`config.mk`:
```
export PLATFORM = sky130hd
export DESIGN_NAME = sd_sector_ctrl_flat
export DESIGN_NICKNAME = d
export VERILOG_FILES = /design/src/rtl/sd_sector_ctrl_if.sv /design/src/rtl/sd_sector_ctrl.sv /design/src/flat_wrapper.sv
export SDC_FILE = /design/constraint.sdc
export NUM_CORES = 2
export LEC_CHECK = 0
export BUFFER_PORTS_ARGS = -buffer_cell sky130_fd_sc_hd__buf_4
export CORE_AREA = 2 2 678 815
export DETAILED_ROUTE_END_ITERATION = 7
export DIE_AREA = 0 0 680 817
export SYNTH_ARGS = -nofsm -noshare
export SYNTH_HDL_FRONTEND = slang
export SYNTH_SLANG_ARGS = --single-unit
```
`constraint.sdc`:
```
create_clock -name clk -period 3.6 [get_ports clk]
set_clock_uncertainty 0.2 [all_clocks]
set_input_delay 0.54 -clock clk [delete_from_list [all_inputs] [get_ports clk]]
set_output_delay 0.54 -clock clk [all_outputs]
set_load 0.05 [all_outputs]
```
`src/rtl/sd_sector_ctrl_if.sv`:
```
// CPU-side bus bundle for sd_sector_ctrl: single-cycle read/write strobes and a
// registered read return with a one-cycle valid pulse.
interface sd_sector_ctrl_if;
    logic [63:0] bus_address;
    logic [63:0] bus_write_data;
    logic        bus_write_enable;
    logic        bus_read_enable;
    logic [63:0] bus_read_data;
    logic        bus_read_valid;

    modport master (
        output bus_address, bus_write_data, bus_write_enable, bus_read_enable,
        input  bus_read_data, bus_read_valid
    );

    modport slave (
        input  bus_address, bus_write_data, bus_write_enable, bus_read_enable,
        output bus_read_data, bus_read_valid
    );
endinterface

```
`src/rtl/sd_sector_ctrl.sv`:
```
// Sequences single-sector reads from sd_controller into a local 512-byte buffer and
// exposes ADDR/CMD/STATUS registers plus a read-only buffer window on the CPU bus.
module sd_sector_ctrl #(
    parameter logic [63:0] REG_BASE       = 64'h0000_0000_0000_2000,
    parameter logic [63:0] BUF_BASE       = 64'h0000_0000_0000_3000,
    parameter logic [23:0] TIMEOUT_CYCLES = 24'd5_000_000
) (
    input  logic             clk,
    input  logic             reset,
    sd_sector_ctrl_if.slave  bus,
    output logic             sd_rd,
    output logic [31:0]      sd_address,
    input  logic [7:0]       sd_dout,
    input  logic             sd_byte_available,
    input  logic             sd_ready,
    output logic             irq_done
);
    localparam logic [2:0] StIdle      = 3'd0;
    localparam logic [2:0] StWaitReady = 3'd1;
    localparam logic [2:0] StIssue     = 3'd2;
    localparam logic [2:0] StRecv      = 3'd3;
    localparam logic [2:0] StDone      = 3'd4;
    localparam logic [2:0] StErr       = 3'd5;
    localparam logic [9:0] SectorBytes = 10'd512;

    logic [2:0]  state_q, state_d;
    logic [31:0] addr_q, addr_d;
    logic [9:0]  byte_cnt_q, byte_cnt_d;
    logic        avail_q, avail_d;
    logic        err_q, err_d;
    logic [23:0] tmo_q, tmo_d;
    logic        byte_avail_q;
    logic        rvalid_q, rvalid_d;
    logic [63:0] reg_rdata_q, reg_rdata_d;
    logic        buf_sel_q, buf_sel_d;
    logic [7:0]  buf_rdata_q;
    logic [7:0]  mem [512];

    logic [8:0]  buf_off;
    logic        hit_addr, hit_cmd, hit_status, hit_buf;
    logic        wr_addr, wr_cmd, byte_edge, buf_we;
    logic        unused_wdata;

    assign unused_wdata = ^bus.bus_write_data[63:32];

    always_comb begin
        buf_off    = 9'(bus.bus_address - BUF_BASE);
        hit_addr   = bus.bus_address == REG_BASE;
        hit_cmd    = bus.bus_address == REG_BASE + 64'd8;
        hit_status = bus.bus_address == REG_BASE + 64'd16;
        hit_buf    = (bus.bus_address >= BUF_BASE) && (bus.bus_address < BUF_BASE + 64'd512);
        wr_addr    = bus.bus_write_enable && hit_addr;
        wr_cmd     = bus.bus_write_enable && hit_cmd;
        byte_edge  = sd_byte_available && !byte_avail_q;
        // The count guard keeps late edges from wrapping onto buf[0].
        buf_we     = !reset && (state_q == StRecv) && byte_edge && (byte_cnt_q < SectorBytes);
    end

    always_comb begin
        state_d    = state_q;
        addr_d     = addr_q;
        byte_cnt_d = byte_cnt_q;
        avail_d    = avail_q;
        err_d      = err_q;
        tmo_d      = '0;
        case (state_q)
            StIdle: begin
                if (wr_addr) addr_d = bus.bus_write_data[31:0];
                if (wr_cmd && bus.bus_write_data[0]) begin
                    avail_d    = 1'b0;
                    err_d      = 1'b0;
                    byte_cnt_d = '0;
                    state_d    = StWaitReady;
                end
            end
            StWaitReady: begin
                tmo_d = tmo_q + 24'd1;
                if (sd_ready) state_d = StIssue;
                else if (tmo_d == TIMEOUT_CYCLES) state_d = StErr;
            end
            StIssue: begin
                tmo_d = tmo_q + 24'd1;
                if (!sd_ready) state_d = StRecv;
                else if (tmo_d == TIMEOUT_CYCLES) state_d = StErr;
            end
            StRecv: begin
                tmo_d = tmo_q + 24'd1;
                if (byte_edge) begin
                    tmo_d = '0;
                    if (byte_cnt_q < SectorBytes) byte_cnt_d = byte_cnt_q + 10'd1;
                    if (byte_cnt_q == SectorBytes - 10'd1) state_d = StDone;
                end else if (tmo_d == TIMEOUT_CYCLES) begin
                    state_d = StErr;
                end
            end
            StDone: begin
                avail_d = 1'b1;
                state_d = StIdle;
            end
            StErr: begin
                err_d   = 1'b1;
                avail_d = 1'b0;
                state_d = StIdle;
            end
            default: state_d = StIdle;
        endcase
        if (wr_cmd && bus.bus_write_data[1]) err_d = 1'b0;
        if (state_d != state_q) tmo_d = '0;
    end

    // Read data comes from the current (pre-write) register values.
    always_comb begin
        rvalid_d    = bus.bus_read_enable && (hit_addr || hit_cmd || hit_status || hit_buf);
        buf_sel_d   = bus.bus_read_enable && hit_buf;
        reg_rdata_d = '0;
        if (bus.bus_read_enable && hit_addr) begin
            reg_rdata_d = {32'd0, addr_q};
        end else if (bus.bus_read_enable && hit_status) begin
            reg_rdata_d = {38'd0, byte_cnt_q, 12'd0, err_q, avail_q, state_q != StIdle, sd_ready};
        end
    end

    always_ff @(posedge clk) begin
        if (reset) begin
            state_q      <= StIdle;
            addr_q       <= '0;
            byte_cnt_q   <= '0;
            avail_q      <= 1'b0;
            err_q        <= 1'b0;
            tmo_q        <= '0;
            byte_avail_q <= 1'b0;
            rvalid_q     <= 1'b0;
            reg_rdata_q  <= '0;
            buf_sel_q    <= 1'b0;
        end else begin
            state_q      <= state_d;
            addr_q       <= addr_d;
            byte_cnt_q   <= byte_cnt_d;
            avail_q      <= avail_d;
            err_q        <= err_d;
            tmo_q        <= tmo_d;
            byte_avail_q <= sd_byte_available;
            rvalid_q     <= rvalid_d;
            reg_rdata_q  <= reg_rdata_d;
            buf_sel_q    <= buf_sel_d;
        end
    end

    // Separate write and read ports so the buffer maps onto a dual-port RAM.
    always_ff @(posedge clk) begin
        if (buf_we) mem[byte_cnt_q[8:0]] <= sd_dout;
        buf_rdata_q <= mem[buf_off];
    end

    assign bus.bus_read_data  = buf_sel_q ? {56'd0, buf_rdata_q} : reg_rdata_q;
    assign bus.bus_read_valid = rvalid_q;
    assign sd_rd              = state_q == StIssue;
    assign sd_address         = addr_q;
    assign irq_done           = state_q == StDone;
endmodule
```
`src/flat_wrapper.sv`:
```
// flat-port wrapper written by rule: the top's interface ports become plain ports
module sd_sector_ctrl_flat 
#(
    parameter logic [63:0] REG_BASE       = 64'h0000_0000_0000_2000,
    parameter logic [63:0] BUF_BASE       = 64'h0000_0000_0000_3000,
    parameter logic [23:0] TIMEOUT_CYCLES = 24'd5_000_000
)
  (clk, reset, sd_rd, sd_address, sd_dout, sd_byte_available, sd_ready, irq_done, bus_bus_address, bus_bus_write_data, bus_bus_write_enable, bus_bus_read_enable, bus_bus_read_data, bus_bus_read_valid);
  sd_sector_ctrl_if bus_i ();
  input  logic clk;
  input  logic reset;
  output logic sd_rd;
  output logic [31:0] sd_address;
  input  logic [7:0] sd_dout;
  input  logic sd_byte_available;
  input  logic sd_ready;
  output logic irq_done;
  input wire logic [$bits(bus_i.bus_address)-1:0] bus_bus_address;
  input wire logic [$bits(bus_i.bus_write_data)-1:0] bus_bus_write_data;
  input wire logic [$bits(bus_i.bus_write_enable)-1:0] bus_bus_write_enable;
  input wire logic [$bits(bus_i.bus_read_enable)-1:0] bus_bus_read_enable;
  output wire logic [$bits(bus_i.bus_read_data)-1:0] bus_bus_read_data;
  output wire logic [$bits(bus_i.bus_read_valid)-1:0] bus_bus_read_valid;
  assign bus_i.bus_address = bus_bus_address;
  assign bus_i.bus_write_data = bus_bus_write_data;
  assign bus_i.bus_write_enable = bus_bus_write_enable;
  assign bus_i.bus_read_enable = bus_bus_read_enable;
  assign bus_bus_read_data = bus_i.bus_read_data;
  assign bus_bus_read_valid = bus_i.bus_read_valid;
  sd_sector_ctrl #(.REG_BASE(REG_BASE), .BUF_BASE(BUF_BASE), .TIMEOUT_CYCLES(TIMEOUT_CYCLES)) u_core (.clk(clk), .reset(reset), .bus(bus_i), .sd_rd(sd_rd), .sd_address(sd_address), .sd_dout(sd_dout), .sd_byte_available(sd_byte_available), .sd_ready(sd_ready), .irq_done(irq_done));
endmodule
```
==> results.txt <==
The flow ran to the end, and the final reports show no timing, DRC or antenna violations. The number of inserted filler cells in the final layout was 49630; the overall die area was 0.5556 mm². Yosys mapped a number of flops with a built-in enable equal to 4096. The first-pass detailed-route iteration total is 6. For this run, the leading register cell type out of synthesis is sky130_fd_sc_hd__edfxtp_1. The critical path starts at bus_bus_address[0]. The longest clock path from root to sink contains 4 buffers. The instance count after placement with tap cells included was 15770; the minimum period implied by the final worst setup slack was 3.534 ns. After synthesis, the share of flip-flops with an asynchronous set or reset is 0%.

The slowest stage of the critical path is the sky130_fd_sc_hd__mux4_2 cell. Setup repair after global routing left no endpoint under its margin. For this block, the routed nets add up to 470300 µm of wire. The logs give 0.04399 ns for the tightest hold margin and 0.93 ns for the latest clock arrival within the worst-skew pair.

For this design the total switching power over the nets is 21810 µW. The share of total power dissipated in combinational logic is 5.6%. The post-placement cell area came out at 0.1836 mm². The mean area per synthesized cell is 21.67 µm².

The worst setup path is captured at a register. The via count of the first global-routing pass was 86820. Once the clock tree was built, the setup fixing pass inserted 0 buffers.

STA classifies the critical path startpoint as an input pin. The tool flagged a number of max-cap violations equal to 0. The height of the die was 817 µm; the via count was 84240. The number of cells on the worst reg-to-reg path is 8.

The signal on the critical path passes through buf_16, buf_12, buf_4, mux4_2, mux2i_1, nor2_1, a2111oi_2, buf_4, a21o_1, a2111oi_1, clkdlybuf4s18_2, o32a_1. Growth of design area from synthesis to finish: 20.48%. Slew at the pin with the worst max-slew slack: 1.368 ns. The first global-routing pass estimated 660000 µm of wire. Dividing the detail-routed via count by the number of cells gives 5.079. Summing the sequential cell areas from Yosys gives 76.41% of the chip area. TritonCTS created 395 clock buffers.

The unique cell type count in the Yosys netlist was 74. The core region is 0.5474 mm². The launch instance of the worst register-to-register path is u_core.state_q[0]. Leaving out fill and tap cells, the most frequent cells in the layout are sky130_fd_sc_hd__edfxtp_1 (4096), sky130_fd_sc_hd__buf_4 (1283), sky130_fd_sc_hd__mux4_2 (1131), sky130_fd_sc_hd__nor2_1 (640), sky130_fd_sc_hd__clkbuf_16 (398).

After detailed routing, the average wire length per cell comes to 28.36 µm. TritonCTS built the clock tree. Of the total synthesized cell area, the portion taken by AND, OR, NAND and NOR gates is 2.787%.

Worst min-delay path class: in2reg. Multiplexer cells account for 17.16% of the synthesized area. Row generation in the floorplan step produced 298 rows. The worst path required time was 4.27 ns. The clock tree synthesis step divided the H-tree into 5 levels. The slack of the worst reg-to-reg path is 0.23 ns. The cell that appears most often on the critical path is sky130_fd_sc_hd__buf_4.

Net switching is 21.39% of the power. The number of nets at the end of the flow was 9191; the final cycle utilization of the critical path was 98.18%. The tools report the number of hold violations in the final report as 0. For the number of non-filler instances in the completed layout, the log shows 16590. The logs give 0.8830 for the final weighted congestion of routability-driven global placement and 9554 for the number of DRC markers in iteration 0.

The tools report the critical path capture point as u_core.buf_rdata_q[1]. The data arrival time of the critical path was 4.21 ns. After synthesis, the largest family of logic cells by area is multiplexers. The endpoint of the most critical register-to-register path is u_core.mem[50][7]. The tools report the achievable clock frequency as 282.9 MHz. The count of nets left with antenna violations after detail routing is 0, and the count of state elements after synthesis is 4210.

For this design the top-level I/O count stands at 241. The final number of max-transition violations is 0, and the count of port buffers added during placement is 176. Together, buffers and inverters on the worst path number 5.

For this run, the slowest stage of the critical path takes 0.53 ns. On the critical path the largest part of the delay comes from buffers and inverters. In this run the clock root is driven by a sky130_fd_sc_hd__clkbuf_16. The final global-route overflow total is 0. The clock network burns 41.7% of the power. In this run the tightest slew margin relative to its limit is 8.800%. Summing the areas of all compound-gate instances in the mapped netlist gives 1.612% of the synthesized area. Counting every instance in the synthesized netlist gives 7564.

For this design, the sink count on the clock tree is 4210. The run gives 0.0003935 V as the maximum VDD drop. Registers are responsible for 52.7% of the overall power.

Summing the areas of all fa, ha and maj instances in the mapped netlist gives 0.03816% of the synthesized area. The Yosys step of the flow raised 0 warnings. Clock-pin slew was measured on the worst setup and hold paths at 0.07 ns.

The logs give 0.1639 mm² for the combined area of all synthesized cells and 29.95% for the effective utilization at floorplan. The library cell used most frequently in the layout, excluding fill and tap cells, is sky130_fd_sc_hd__edfxtp_1. Critical hold path startpoint: bus_bus_read_enable. Global routing used 16.47% of the available tracks. Detailed placement finished with a half-perimeter wire length of 312900 µm. The finished cells cover 0.1975 mm². The static power due to leakage was 0.06357 µW; the parity-gate share of the synthesized area counting xor and xnor cells was 0.1870%. The design draws 102000 µW. The number of antenna violations at the first check in global routing was 25; the share of cells above drive strength 1 was 34.77%. The logs give 80150 µW for the internal power component and 0 ns for the final sum of negative setup slack.

Dividing total power by cell area gives a power density of 516.2 mW/mm². The die is 680 µm wide. The final setup violation count is 0. The critical path runs through a total of 12 cells.

The total DRC errors in the routed layout came out at 0. Entering global routing, the biggest net connects 154 pins. The critical path is of the in2reg type. Along the worst path, the maximum fanout reaches 22.
## synth_stat cells, types with 6 or more instances
cell type | number | area [µm²]
sky130_fd_sc_hd__dfxtp_1 | 114 | 2282
sky130_fd_sc_hd__a211oi_1 | 28 | 210.2
sky130_fd_sc_hd__a31oi_1 | 10 | 62.56
sky130_fd_sc_hd__buf_8 | 7 | 105.1
sky130_fd_sc_hd__xnor2_1 | 25 | 219.0
sky130_fd_sc_hd__nand2_1 | 153 | 574.3
sky130_fd_sc_hd__a22oi_1 | 52 | 390.4
sky130_fd_sc_hd__a2111oi_0 | 22 | 192.7
sky130_fd_sc_hd__nand3_1 | 55 | 275.3
sky130_fd_sc_hd__mux2_2 | 34 | 382.9
sky130_fd_sc_hd__clkbuf_1 | 220 | 825.8
sky130_fd_sc_hd__nor4_1 | 26 | 162.7
sky130_fd_sc_hd__nand3b_1 | 6 | 45.04
sky130_fd_sc_hd__nand4_1 | 19 | 118.9
sky130_fd_sc_hd__inv_1 | 12 | 45.04
sky130_fd_sc_hd__nor3_1 | 24 | 120.1
sky130_fd_sc_hd__buf_2 | 74 | 370.4
sky130_fd_sc_hd__and2_1 | 27 | 168.9
sky130_fd_sc_hd__mux2i_1 | 228 | 2282
sky130_fd_sc_hd__buf_6 | 60 | 675.7
sky130_fd_sc_hd__o21ai_0 | 28 | 140.1
sky130_fd_sc_hd__o22ai_1 | 40 | 250.2
sky130_fd_sc_hd__nand2b_1 | 9 | 56.30
sky130_fd_sc_hd__edfxtp_1 | 4096 | 123000
sky130_fd_sc_hd__a21oi_1 | 57 | 285.3
sky130_fd_sc_hd__buf_1 | 19 | 71.32
sky130_fd_sc_hd__o211ai_1 | 6 | 45.04
sky130_fd_sc_hd__xor2_1 | 10 | 87.58
sky130_fd_sc_hd__a22o_1 | 18 | 157.7
sky130_fd_sc_hd__and3_1 | 13 | 81.33
sky130_fd_sc_hd__a211o_1 | 11 | 96.34
sky130_fd_sc_hd__a311oi_1 | 11 | 96.34
sky130_fd_sc_hd__mux4_2 | 1131 | 25470
sky130_fd_sc_hd__a221oi_1 | 14 | 122.6
sky130_fd_sc_hd__nor2_1 | 650 | 2440
sky130_fd_sc_hd__o221ai_1 | 25 | 219.0
sky130_fd_sc_hd__nor2b_1 | 39 | 244.0
sky130_fd_sc_hd__buf_4 | 104 | 780.8
## layout make-up
class	count	area [µm²]	area share [%]
clock buffer	461	10210	5.167
antenna	25	62.56	0.03167
inverter	15	66.31	0.03357
timing repair buffer	1539	13920	7.050
tap	7200	9009	4.561
clock inverter	253	2826	1.431
multi-input combinational	2883	36140	18.30
sequential	4210	125300	63.43
## power groups by stage
stage               logic, µW  registers, µW  clock network [µW]
finish                   5680          53800               42500
global route             5890          53700               44900
CTS                      5710          53800               43200
detailed placement       5660          54800                   0
global placement         5560          54800                   0
floorplan                2590          54800                   0
## how the worst min path moves through the flow
stage,slack (ns),endpoint,depth (start not counted)
2_1_floorplan,0.24,u_core.reg_rdata_q[2],1
3_3_place_gp,0.27,u_core.reg_rdata_q[2],1
3_5_place_dp,0.27,u_core.reg_rdata_q[3],1
4_1_cts,0.008,u_core.buf_sel_q,5
5_1_grt,0.06,u_core.buf_sel_q,5
6_report,0.04,u_core.buf_sel_q,5
## flip-flops by register name, indices dropped and copies added, names as in the netlist, 3 cells and up
name	flops
u_core.tmo_q	24
u_core.state_q	3
u_core.buf_rdata_q	8
u_core.byte_cnt_q	10
u_core.mem	4096
u_core.sd_address	32
u_core.reg_rdata_q	32
## through the flow
stage | utilization [%] | worst slack, ns
4_1_cts | 36.07 | 0.006739
6_report | 36.09 | 0.06567
3_3_place_gp | 33.55 | -1.170
5_1_grt | 36.08 | 0.04417
3_5_place_dp | 33.55 | -1.109
2_1_floorplan | - | 0.4287
## kinds of logic (layout without fill, tap and decap cells)
logic type                 count (synthesis)  in the layout
DFF                                     4210           4210
other                                      1             57
adders and majority gates                  5              5
AOI/OAI and AO/OA                        363            363
muxes                                   1393           1393
and+or+nand+nor                         1055           1055
xor gates and xnor gates                  35             35
buffers and inverters                    502           2268
## per-layer routing
metal / wire, µm / share of wire (%) / track usage (%)
met5: 51 / 0.011 / 0
met3: 30230 / 6.4 / 2.509
met2: 242300 / 52 / 28.90
met4: 23360 / 5.0 / 7.897
met1: 174400 / 37 / 19.80
## worst register-to-register path: cells and delay by family (launching register included)
kind	cells	cell delay [ns]
and+or+nand+nor	6	1.77
DFF	1	0.48
buffers and inverters	2	0.58
## repair_timing
item                                    4_1_cts  5_1_grt
resized for setup                             1        4
pin swaps                                     0        0
hold endpoints to repair                    287        0
hold buffers                                 77        0
endpoints found under the setup margin        1       10
No activity file was read; power rests on OpenSTA's default activity.
